==> src/rtl/fifo_wr_arbiter.sv <==
// Round-robin write arbiter that lets NUM_REQ bursty producers share one FIFO write port.
// Grants are burst-length limited, throttled by half-full, and released on a stalled owner.
module fifo_wr_arbiter #(
    parameter int unsigned NUM_REQ     = 4,
    parameter int unsigned DATA_WIDTH  = 8,
    parameter int unsigned MAX_BURST   = 4,
    parameter int unsigned STALL_LIMIT = 8,
    parameter int unsigned ID_W        = $clog2(NUM_REQ)
) (
    input  logic                          wclk,
    input  logic                          wrst,
    input  logic [NUM_REQ-1:0]            req_valid,
    input  logic [NUM_REQ-1:0]            req_last,
    input  logic [NUM_REQ*DATA_WIDTH-1:0] req_data,
    output logic [NUM_REQ-1:0]            req_ready,
    input  logic                          fifo_full,
    input  logic                          fifo_halffull,
    output logic                          w_en,
    output logic [DATA_WIDTH-1:0]         data_in,
    output logic [ID_W-1:0]               grant_id,
    output logic                          busy
);

    localparam int unsigned BCW = $clog2(MAX_BURST) + 1;
    localparam int unsigned SCW = $clog2(STALL_LIMIT) + 1;

    typedef enum logic {
        IDLE  = 1'b0,
        BURST = 1'b1
    } state_t;

    state_t          state_q, state_d;
    logic [ID_W-1:0] grant_id_q, grant_id_d;
    logic [ID_W-1:0] last_id_q, last_id_d;
    logic [BCW-1:0]  beat_cnt_q, beat_cnt_d;
    logic [SCW-1:0]  stall_cnt_q, stall_cnt_d;

    logic            rr_found;
    logic [ID_W-1:0] rr_winner;
    logic            accept;
    logic [BCW-1:0]  beat_inc;
    logic [BCW-1:0]  beat_limit;
    logic [DATA_WIDTH-1:0] beats [NUM_REQ];

    // Unpack the flat data bus into one beat per requester.
    for (genvar g = 0; g < NUM_REQ; g++) begin : g_unpack
        assign beats[g] = req_data[g*DATA_WIDTH +: DATA_WIDTH];
    end

    // Round-robin search starting just after the previous owner.
    always_comb begin
        int unsigned idx;
        rr_found  = 1'b0;
        rr_winner = '0;
        idx       = 0;
        for (int unsigned k = 1; k <= NUM_REQ; k++) begin
            idx = (32'(last_id_q) + k) % NUM_REQ;
            if (!rr_found && req_valid[ID_W'(idx)]) begin
                rr_found  = 1'b1;
                rr_winner = ID_W'(idx);
            end
        end
    end

    always_ff @(posedge wclk) begin
        if (wrst) begin
            state_q     <= IDLE;
            grant_id_q  <= '0;
            last_id_q   <= ID_W'(NUM_REQ - 1);
            beat_cnt_q  <= '0;
            stall_cnt_q <= '0;
        end else begin
            state_q     <= state_d;
            grant_id_q  <= grant_id_d;
            last_id_q   <= last_id_d;
            beat_cnt_q  <= beat_cnt_d;
            stall_cnt_q <= stall_cnt_d;
        end
    end

    // Next-state and write-port control; the write path is combinational for zero latency.
    always_comb begin
        state_d     = state_q;
        grant_id_d  = grant_id_q;
        last_id_d   = last_id_q;
        beat_cnt_d  = beat_cnt_q;
        stall_cnt_d = stall_cnt_q;
        req_ready   = '0;
        w_en        = 1'b0;
        data_in     = '0;
        accept      = 1'b0;
        beat_inc    = beat_cnt_q + BCW'(1);
        beat_limit  = fifo_halffull ? BCW'(1) : BCW'(MAX_BURST);

        unique case (state_q)
            IDLE: begin
                if (rr_found) begin
                    grant_id_d  = rr_winner;
                    beat_cnt_d  = '0;
                    stall_cnt_d = '0;
                    state_d     = BURST;
                end
            end
            BURST: begin
                req_ready[grant_id_q] = !fifo_full;
                accept                = req_valid[grant_id_q] && !fifo_full;
                w_en                  = accept;
                data_in               = beats[grant_id_q];
                if (accept) begin
                    beat_cnt_d  = beat_inc;
                    stall_cnt_d = '0;
                    if (req_last[grant_id_q] || (beat_inc == beat_limit)) begin
                        state_d   = IDLE;
                        last_id_d = grant_id_q;
                    end
                end else if (!fifo_full) begin
                    // Only an idle owner counts towards release; backpressure holds the count.
                    if (stall_cnt_q == SCW'(STALL_LIMIT - 1)) begin
                        state_d   = IDLE;
                        last_id_d = grant_id_q;
                    end else begin
                        stall_cnt_d = stall_cnt_q + SCW'(1);
                    end
                end
            end
            default: state_d = IDLE;
        endcase
    end

    assign grant_id = grant_id_q;
    assign busy     = (state_q == BURST);

endmodule

==> config.mk <==
export PLATFORM = sky130hd
export DESIGN_NAME = fifo_wr_arbiter
export DESIGN_NICKNAME = d
export VERILOG_FILES = /design/src/rtl/fifo_wr_arbiter.sv
export SDC_FILE = /design/constraint.sdc
export NUM_CORES = 1
export LEC_CHECK = 0
export CAP_MARGIN = 0
export CORE_ASPECT_RATIO = 1.4
export CORE_MARGIN = 2
export CORE_UTILIZATION = 40
export CTS_CLUSTER_DIAMETER = 30
export DETAILED_ROUTE_END_ITERATION = 12
export PLACE_DENSITY = 0.85
export SYNTH_ARGS = -nofsm -noshare
export SYNTH_HDL_FRONTEND = slang
export SYNTH_SLANG_ARGS = --single-unit
==> constraint.sdc <==
create_clock -name wclk -period 5.7 [get_ports wclk]
set_clock_uncertainty 0.05 [all_clocks]
set_input_delay 1.425 -clock wclk [delete_from_list [all_inputs] [get_ports wclk]]
set_output_delay 1.425 -clock wclk [all_outputs]
set_load 0.01 [all_outputs]
* Word level (Yosys, flattened, before mapping) *
Cells that the tools add are included.

word-level totals
  flip-flop bits (word level) = 12
  output and inout bits = 16
  input port bits = 44

operators by class
  bitwise logic cells = 3
  $lt $le $gt $ge = 7
  equality and inequality tests = 8
  add/subtract/negate cells = 6
  mux-type cells = 47
  reduce and logical (&&, ||, !) cells = 15

operators by type and width
  cell                                                                  count
  8-bit two-way mux                                                     3
  4-bit two-way mux                                                     5
  1-bit two-way mux                                                     17
  8-bit binary-select mux with 2-bit select                             1
  2-bit two-way mux                                                     8
  2-bit by 3-bit < comparator with 1-bit output, second input constant  5
  1-bit binary-select mux with 2-bit select                             6
  3-bit two-way mux                                                     3
  4-bit one-hot mux with 2 select lines                                 1
  2-bit by 1-bit != test with 1-bit output, second input constant       3
  3-bit one-hot mux with 2 select lines                                 1
  1-bit logical AND                                                     5
  2-bit by 1-bit adder with 2-bit output, second input constant         2
  2-bit adder, second input constant                                    2
  4-bit by 1-bit adder with 4-bit output, second input constant         1
  4-bit bitwise AND                                                     1
  4-bit by 3-bit == test with 1-bit output, second input constant       1
  1-bit logical NOT                                                     4
  2-bit AND reduction                                                   2
  4-bit AND reduction                                                   1
  3-bit by 1-bit adder with 3-bit output, second input constant         1
  3-bit == test                                                         1
  3-bit >= comparator, second input constant                            1
  3-bit by 2-bit != test with 1-bit output, second input constant       1
  10 further kinds                                                      10

* Depth between registers and ports, before layout *
Gate-level depths: netlist of run 1.

  depth after elaboration = 15
  gate-level depth with buffers = 7

* Worst setup path after synthesis of run 1 *
Ideal clock, no wire load.

  kind = input to output
  start = input port req_valid[3]
  end = output port w_en
  arrival time = 2.096 ns
  stages on the path = 3
  path buffers = 0
  data required time = 4.225 ns
  path slack = 2.129 ns
  cells stage by stage = mux4_2 > nand2_4 > inv_4

between the ends
  longest elaborated chain between the ends = 4

RTL lines
  item                                       line  RTL
  start, declared                            12    input logic [NUM_REQ-1:0] req_valid,
  1-bit binary-select mux with 2-bit select  106   accept = req_valid[grant_id_q] && !fifo_full;
  1-bit two-way mux (not written as such)    106
  1-bit logical AND                          106
  1-bit two-way mux                          95    unique case (state_q)
  end, declared                              18    output logic w_en,

No other way between the ends. The select of a mux whose other input is x is not followed.

* Final worst setup path of run 1 *
Same ends and word-level chain as after synthesis.

==> metrics.yaml, run 1 <==
pwr:
  p_leak_nw: 0.6166
  switching_power_mw: 0.07322
  power.share.combinational: 0.406
  p_sw_frac: 0.2885
  vdd_drop_max_mv: 0.1635
  power_frac_clock: 0.203
  power_density_nw_per_um2: 156.6
  total_power_mw: 0.2538
  power_frac_seq: 0.391
  intPower_mw: 0.1806
clocking:
  clkTransAtPathRegs_ns: 0.07
  cts_root_buffer: "clkbuf_4"
  postCtsHoldBufs: 0
  htreeDepth: 1
  cts_setup_buffers: 0
  cts-resized-gates: 0
  clock_latency_ns: 0.27
  clkSinkCount: 12
  clock_path_buffers: 2
  cts_tree: "built"
  cts_buffers: 3
die:
  core-area_um2: 2391
  fp.dieH_um: 63.23
  die_x_um: 46.31
  rows: 21
  start_util: 0.4192
  die-area_um2: 2928
  io_pins: 60
yosys:
  synth_seq_cells: 12
  syn_area_per_cell_um2: 9.195
  yosysSeqAreaShare: 0.2397
  syn_inst: 109
  synth-async-reset-ratio: 0
  synth_fp_nets: 155
  netlist_area_um2: 1002
  synth_ff_type: "dfxtp_1"
  synth_edf_count: 0
  synth_cell_type_count: 35
  yosysWarnings: 0
grt:
  grtUsageTotal: 0.2170
  grt_pass1_vias: 1131
  grt_max_degree: 18
  gr-total-overflow: 0
  grt_pass1_wl_um: 4816
  antenna_found_initial: 0
setup_path:
  crit_type: "primary input to output pin"
  crit_top_cell: "clkdlybuf4s50_1"
  crit_arrival_ns: 3.14
  cp_cell_sequence: "clkdlybuf4s50_1 -> mux4_2 -> nand2_4 -> inv_4 -> clkdlybuf4s50_1"
  cp-end-kind: "output pin"
  cpPeakStageDelay_ns: 0.58
  worstPathRequired_ns: 4.22
  start_kind: "primary input"
  slowest_stage: "mux4_2"
  cp_max_fo: 6
timing:
  setup_tns_ns: 0
  holdWs_ns: 0.4366
  max-slew-margin-rel: 0.4648
  fmaxAchievable_mhz: 216.5
  finalWorstSetupSlack_ns: 1.082
  drv_slew: 0
  rsz0062_at_grt: "false"
  period_needed_ns: 4.618
  worst_pin_slew_ns: 0.8017
  setup_viol: 0
  finalHoldViolCount: 0
  finalCritPeriodShare: 0.8102
placed_design:
  dpl.hpwl_um: 2490
  place_congestion: 0.8968
  place_ws_ns: 1.098
  io_buffers: 59
routing:
  dr_wl_met2_um: 1562
  routed_via_density: 5.589
  wl_met3_um: 365
  drt_iter0_drc: 14
  met1_length_um: 1107
  drt-pass1-iter-count: 4
  routedWlPerCell_um: 15.68
  wl_um: 3088
  dr_total_vias: 1101
  ant_nets: 0
  top_layer: "met4"
  remaining_drc_errors: 0
finish:
  seqCellArea_um2: 240.2
  drive_gt1_frac: 0.08589
  area_growth_pct: 61.67
  finalNetCount: 211
  multi_input_area_um2: 710.7
  fillers: 191
  diodes: 0
min_path:
  hold_class: "flop to flop"
flow_run:
  maxCapViolCount: 0
status:
  status: "finished, final reports clean"
==> per-layer routing <==
metal,vias to the layer above,track usage
met5,-,0
met4,0,0.07857
met3,7,0.04011
met2,63,0.3924
met1,514,0.2335
li1,517,-
==> layout by cell type, fill, tap and decap left out, types with 2 or more instances in the layout <==
| master | instances |
|---|---|
| nand2b_1 | 2 |
| clkdlybuf4s50_1 | 59 |
| nand3_1 | 2 |
| and2_1 | 8 |
| mux4_2 | 6 |
| nor2b_1 | 5 |
| xnor2_1 | 2 |
| o21ai_0 | 7 |
| nor2_1 | 11 |
| mux2i_1 | 3 |
| ha_1 | 2 |
| clkbuf_4 | 3 |
| dfxtp_1 | 12 |
| nor3_1 | 3 |
| inv_1 | 2 |
| and3_1 | 2 |
| a41oi_1 | 2 |
| mux4_1 | 4 |
| a211oi_1 | 2 |
| nand2_1 | 6 |
| a21oi_1 | 7 |
==> critical path: cells and delay by family <==
kind,cells,cell delay (ns)
buffers and inverters,3,1.01
and+or+nand+nor,1,0.13
muxes,1,0.58
==> through the flow <==
stage | cell area, um2 | utilization | instances
4_1_cts | 1620 | 0.6777 | 197
5_1_grt | 1620 | 0.6777 | 197
6_report | 1620 | 0.6777 | 197
3_5_place_dp | 1598 | 0.6682 | 194
3_3_place_gp | 1598 | 0.6682 | 194
2_1_floorplan | 1002 | - | 109
==> synthesized netlist by cell type, types with 3 or more instances <==
cell type	instances	area share
dfxtp_1	12	0.24
nor2_1	11	0.041
and2_1	8	0.050
a21oi_1	7	0.035
o21ai_0	7	0.035
mux4_2	6	0.13
nand2_1	6	0.022
clkbuf_1	5	0.019
nor2b_1	5	0.031
mux4_1	4	0.10
mux2i_1	3	0.030
nor3_1	3	0.015
==> worst paths after layout <==
check,start,end,slack (ns),depth (start not counted)
worst max-delay path,req_valid[3],w_en,1.08,5
worst min-delay path,beat_cnt_q[1],beat_cnt_q[1],0.44,2
worst max register to register,grant_id[0],stall_cnt_q[0],3.23,5
worst min register to register,beat_cnt_q[1],beat_cnt_q[1],0.44,2
==> cell families after synthesis <==
group,count (synthesis),synth area share
simple gates,46,0.2509
compound gates,23,0.1461
mux,13,0.2697
flops,12,0.2397
buf+inv,11,0.05120
xor+xnor,2,0.01748
fa+ha+maj,2,0.02496
==> cell type report <==
type | instances | share of cell area
clock buffers | 3 | 0.01390
inverters | 3 | 0.008494
well taps | 34 | 0.02625
flip-flops and latches | 12 | 0.1483
multi-input cells | 86 | 0.4386
repair buffers | 59 | 0.3645
==> power groups by stage <==
stage	Sequential [mW]	Combinational, mW	Clock [mW]
CTS	0.0994	0.104	0.0530
floorplan	0.0929	0.0566	0
detailed placement	0.101	0.103	0
finish	0.0992	0.103	0.0515
global placement	0.101	0.0997	0
global route	0.101	0.110	0.0582
==> registers in the layout (all words and copies together), names as in the netlist <==
| signal | count |
|---|---|
| grant_id | 2 |
| last_id_q | 2 |
| beat_cnt_q | 3 |
| busy | 1 |
| stall_cnt_q | 4 |
Note: power is estimated with default switching activity, not from simulation.
==> run 2, diff against run 1 <==
--- a/config.mk
+++ b/config.mk
@@ -8,10 +8,10 @@
 export CAP_MARGIN = 0
 export CORE_ASPECT_RATIO = 1.4
 export CORE_MARGIN = 2
-export CORE_UTILIZATION = 40
+export CORE_UTILIZATION = 34
 export CTS_CLUSTER_DIAMETER = 30
 export DETAILED_ROUTE_END_ITERATION = 12
-export PLACE_DENSITY = 0.85
+export PLACE_DENSITY = 0.77
 export SYNTH_ARGS = -nofsm -noshare
 export SYNTH_HDL_FRONTEND = slang
 export SYNTH_SLANG_ARGS = --single-unit
==> constraint.sdc (replaced) <==
create_clock -name wclk -period 4.2 [get_ports wclk]
set_clock_uncertainty 0.05 [all_clocks]
set_input_delay 1.05 -clock wclk [delete_from_list [all_inputs] [get_ports wclk]]
set_output_delay 1.05 -clock wclk [all_outputs]
set_load 0.01 [all_outputs]
==> run 2 against run 1 <==
Largest cell class unchanged. Clock power is 100% higher. Critical path type unchanged. Largest power group unchanged. Clock-buffer cell count stayed put. Global-route usage is 3.5 points lower. Final cell count is 2.5% higher. Hold slack better by 0.0052 ns. Wire length is 0.32% lower.
==> metrics.yaml, run 2 (synthesized netlist as in run 1, its figures left out) <==
clocking:
  cts_tree: "built"
  cts_setup_buffers: 0
  htreeDepth: 1
  clkSinkCount: 12
  clkTransAtPathRegs_ns: 0.05
  cts-resized-gates: 0
  postCtsHoldBufs: 0
  clock_latency_ns: 0.24
  cts_buffers: 3
  cts_root_buffer: "clkbuf_8"
  clock_path_buffers: 2
finish:
  most-common-layout-cells: "clkdlybuf4s50_1 (59), dfxtp_1 (12), nor2_1 (11)"
  top_regs: "stall_cnt_q x4, beat_cnt_q x3"
  final_area_um2: 1658
  instances_no_fill: 202
  finalNetCount: 213
  area_growth_pct: 65.42
  regMostFlops: "stall_cnt_q"
  largest_register_ffs: 4
  diodes: 0
  fin_util: 0.5819
  drive_gt1_frac: 0.09697
  final_common_cell: "clkdlybuf4s50_1"
placed_design:
  place_congestion: 0.8073
  io_buffers: 59
  post-place-cells: 199
  place_ws_ns: 0.3215
  detailed_place.area_um2: 1617
  dpl.hpwl_um: 2526
die:
  die_x_um: 49.89
  core-area_um2: 2849
  rows: 23
  start_util: 0.3518
  io_pins: 60
  die-area_um2: 3404
  fp.dieH_um: 68.24
routing:
  routedWlPerCell_um: 15.24
  routed_via_density: 5.446
  dr_total_vias: 1100
  ant_nets: 0
  drt-pass1-iter-count: 4
  remaining_drc_errors: 0
  drt_iter0_drc: 27
  wl_um: 3078
grt:
  antenna_found_initial: 0
  grt_pass1_wl_um: 4740
  grt_max_degree: 18
  grt_pass1_vias: 1098
  gr-total-overflow: 0
  grtUsageTotal: 0.1821
setup_path:
  cp_max_fo: 6
  worstPathRequired_ns: 3.10
  crit_arrival_ns: 2.80
  start_kind: "primary input"
  crit_type: "primary input to output pin"
  cp-end-kind: "output pin"
pwr:
  p_leak_nw: 0.6347
  power_density_nw_per_um2: 230.3
  vdd_drop_max_mv: 0.2144
min_path:
  hold_class: "flop to flop"
timing:
  setup_tns_ns: 0
  worst_pin_slew_ns: 0.7047
  finalWorstSetupSlack_ns: 0.3011
  fmaxAchievable_mhz: 256.5
  rsz0062_at_grt: "false"
  setup_viol: 0
  max-slew-margin-rel: 0.5295
  period_needed_ns: 3.899
  drv_slew: 0
  finalHoldViolCount: 0
  finalCritPeriodShare: 0.9283
flow_run:
  maxCapViolCount: 0
status:
  status: "finished, final reports clean"
-- run 2: cell count changes in the layout (fill, tap and decap cells not counted) --
cell,change
buf_4,+2
clkbuf_4,-3
clkbuf_8,+3
-- run 2: area by class of cell --
cell class / instances / area [um2]
Multi-Input combinational cell: 86 / 710.7
Sequential cell: 12 / 240.2
Timing Repair Buffer: 61 / 605.6
Clock buffer: 3 / 41.29
Inverter: 3 / 13.76
Fill cell: 234 / 1191
Tap cell: 37 / 46.29
-- run 2: critical path, stage by stage --
cell	delay, ns
clkdlybuf4s50_1	0.51
mux4_2	0.59
nand2_4	0.13
inv_4	0.05
clkdlybuf4s50_1	0.47
-- run 2: final timing paths --
path	from	endpoint	slack, ns	depth (start not counted)
setup / recovery	req_valid[3]	w_en	0.30	5
hold / removal	beat_cnt_q[1]	beat_cnt_q[1]	0.44	2
setup reg to reg	grant_id[0]	stall_cnt_q[0]	1.84	5
hold reg to reg	beat_cnt_q[1]	beat_cnt_q[1]	0.44	2
-- run 2: per-layer routing --
layer	wire, um	vias up	share of wire	GRT usage
li1	-	520	-	-
met1	1134	497	0.37	0.1687
met2	1502	76	0.49	0.3533
met3	377	7	0.12	0.06550
met4	64	0	0.021	0.08333
met5	0	-	0	0
-- run 2: metrics by stage --
step / power (mW) / hold slack, ns
after CTS: 0.3867 / 0.4508
after floorplan: 0.2029 / 0.4016
final: 0.3818 / 0.4418
after global placement: 0.2754 / 0.4106
after detailed placement: 0.2801 / 0.4429
after global routing: 0.4017 / 0.4652
-- run 2: power breakdown --
part,switching [mW],internal (mW)
Combinational,0.0478,0.0947
Sequential,0.0148,0.119
Clock,0.0419,0.0632
==> run 3, diff against run 2 <==
--- a/config.mk
+++ b/config.mk
@@ -12,6 +12,8 @@
 export CTS_CLUSTER_DIAMETER = 30
 export DETAILED_ROUTE_END_ITERATION = 12
 export PLACE_DENSITY = 0.77
+export RECOVER_POWER = 50
+export SLEW_MARGIN = 25
 export SYNTH_ARGS = -nofsm -noshare
 export SYNTH_HDL_FRONTEND = slang
 export SYNTH_SLANG_ARGS = --single-unit
==> constraint.sdc (replaced) <==
create_clock -name wclk -period 4.2 [get_ports wclk]
set_clock_uncertainty 0.05 [all_clocks]
set_input_delay 0.42 -clock wclk [delete_from_list [all_inputs] [get_ports wclk]]
set_output_delay 0.42 -clock wclk [all_outputs]
set_load 0.01 [all_outputs]
==> run 3 against run 2 <==
Hold slack got worse by 0.0028 ns. Critical path type is now flop to output pin. Combinational power fell by 4%. Sequential power barely moved. Sequential share of layout area rose by 0.13 points. Register-to-register slack got worse by 0.28 ns. Worst setup slack improved by 0.83 ns. Wire length rose by 0.62%. Non-clock buffer count fell by 2. Clock power rose by 22%. Highest routed layer unchanged. Total power rose by 4.3%. Core utilization fell by 0.53 points.
==> metrics.yaml, run 3 (synthesized netlist as in run 1, its figures left out) <==
die:
  die_x_um: 49.89
  rows: 23
  io_pins: 60
  fp.dieH_um: 68.24
  start_util: 0.3518
  core-area_um2: 2849
  die-area_um2: 3404
setup_path:
  cp_max_fo: 17
  r2r_slack_ns: 1.56
  worstPathRequired_ns: 3.73
  crit_type: "flop to output pin"
  crit_arrival_ns: 2.60
  r2r-start: "grant_id[0]"
  timing.critical_path.from: "grant_id[0]"
  timing.rr.end: "stall_cnt_q[2]"
  rr_worst_depth: 5
  start_kind: "flop"
  crit_path_end: "w_en"
  cp-end-kind: "output pin"
grt:
  grt_pass1_wl_um: 4974
  grt_pass1_vias: 1066
  grt_max_degree: 18
  grtUsageTotal: 0.1925
  antenna_found_initial: 0
  gr-total-overflow: 0
timing:
  finalHoldViolCount: 0
  finalWorstSetupSlack_ns: 1.128
  fmaxAchievable_mhz: 325.5
  period_needed_ns: 3.072
  setup_tns_ns: 0
  max-slew-margin-rel: 0.4808
  holdWs_ns: 0.4390
  worst_pin_slew_ns: 0.7778
  rsz0062_at_grt: "false"
  drv_slew: 0
  setup_viol: 0
  finalCritPeriodShare: 0.7315
clocking:
  clkTransAtPathRegs_ns: 0.05
  clock_latency_ns: 0.25
  postCtsHoldBufs: 0
  cts_buffers: 3
  clock_path_buffers: 2
  cts-resized-gates: 0
  cts_tree: "built"
  htreeDepth: 1
  cts_root_buffer: "clkbuf_8"
  cts_setup_buffers: 0
  clkSinkCount: 12
placed_design:
  dpl.hpwl_um: 2462
  place_ws_ns: 1.590
  place_congestion: 0.7806
  detailed_place.area_um2: 1602
  io_buffers: 59
min_path:
  hold_depth: 2
  hold_class: "flop to flop"
  hold_path.startpoint: "beat_cnt_q[1]"
finish:
  regMostFlops: "stall_cnt_q"
  largest_register_ffs: 4
  area_growth_pct: 63.92
  fillers: 254
  drive_gt1_frac: 0.07927
  final_area_um2: 1643
  top_regs: "stall_cnt_q x4, beat_cnt_q x3"
  final_common_cell: "clkdlybuf4s50_1"
  most-common-layout-cells: "clkdlybuf4s50_1 (53), dfxtp_1 (12), nor2_1 (11)"
  diodes: 0
  finalNetCount: 211
flow_run:
  maxCapViolCount: 0
pwr:
  p_leak_nw: 0.6284
  vdd_drop_max_mv: 0.2224
  power_density_nw_per_um2: 242.5
routing:
  routed_via_density: 5.408
  routedWlPerCell_um: 15.41
  drt_iter0_drc: 26
  wl_um: 3097
  drt-pass1-iter-count: 4
  remaining_drc_errors: 0
  dr_total_vias: 1087
  ant_nets: 0
status:
  status: "finished, final reports clean"
==> run 3: report_power, final <==
part	switching [mW]	total (mW)	leakage (nW)	internal (mW)
logic	0.0454	0.136	0.502	0.0904
registers	0.0153	0.135	0.0979	0.119
clock network	0.0449	0.128	0.0288	0.0830
total	0.106	0.398	0.628	0.293
==> run 3: per-stage QoR <==
| step | std cells | total power, mW | util |
|---|---|---|---|
| after floorplan | 109 | 0.2029 | - |
| after global placement | 197 | 0.2731 | 0.5621 |
| after detailed placement | 197 | 0.2769 | 0.5621 |
| after CTS | 201 | 0.4076 | 0.5815 |
| after global routing | 201 | 0.4222 | 0.5766 |
| final | 201 | 0.3984 | 0.5766 |
==> run 3: critical path, stage by stage, from the launching register on <==
cell and delay (ns):
dfxtp_1 0.82, mux4_2 0.65, nand2_1 0.16, clkinvlp_2 0.20, clkdlybuf4s50_1 0.52
==> run 3: final cells by class <==
class / instances / area [um2] / share of cell area
clock buffer: 4 / 55.05 / 0.03351
inverter: 3 / 12.51 / 0.007616
multi-input combinational: 86 / 698.2 / 0.4250
sequential: 12 / 240.2 / 0.1462
tap: 37 / 46.29 / 0.02818
timing repair buffer: 59 / 590.6 / 0.3595
==> run 3: worst min path at each step <==
stage,end
after floorplan,beat_cnt_q[1]
after global placement,beat_cnt_q[1]
after detailed placement,beat_cnt_q[2]
after CTS,beat_cnt_q[1]
after global routing,beat_cnt_q[1]
final,beat_cnt_q[1]
==> run 3: metal layers <==
| layer | part of all wire | GRT usage | wire [um] |
|---|---|---|---|
| met3 | 0.093 | 0.04367 | 288 |
| met5 | 0 | 0 | 0 |
| met2 | 0.48 | 0.3367 | 1496 |
| met4 | 0.015 | 0.08333 | 47 |
| met1 | 0.41 | 0.2260 | 1265 |
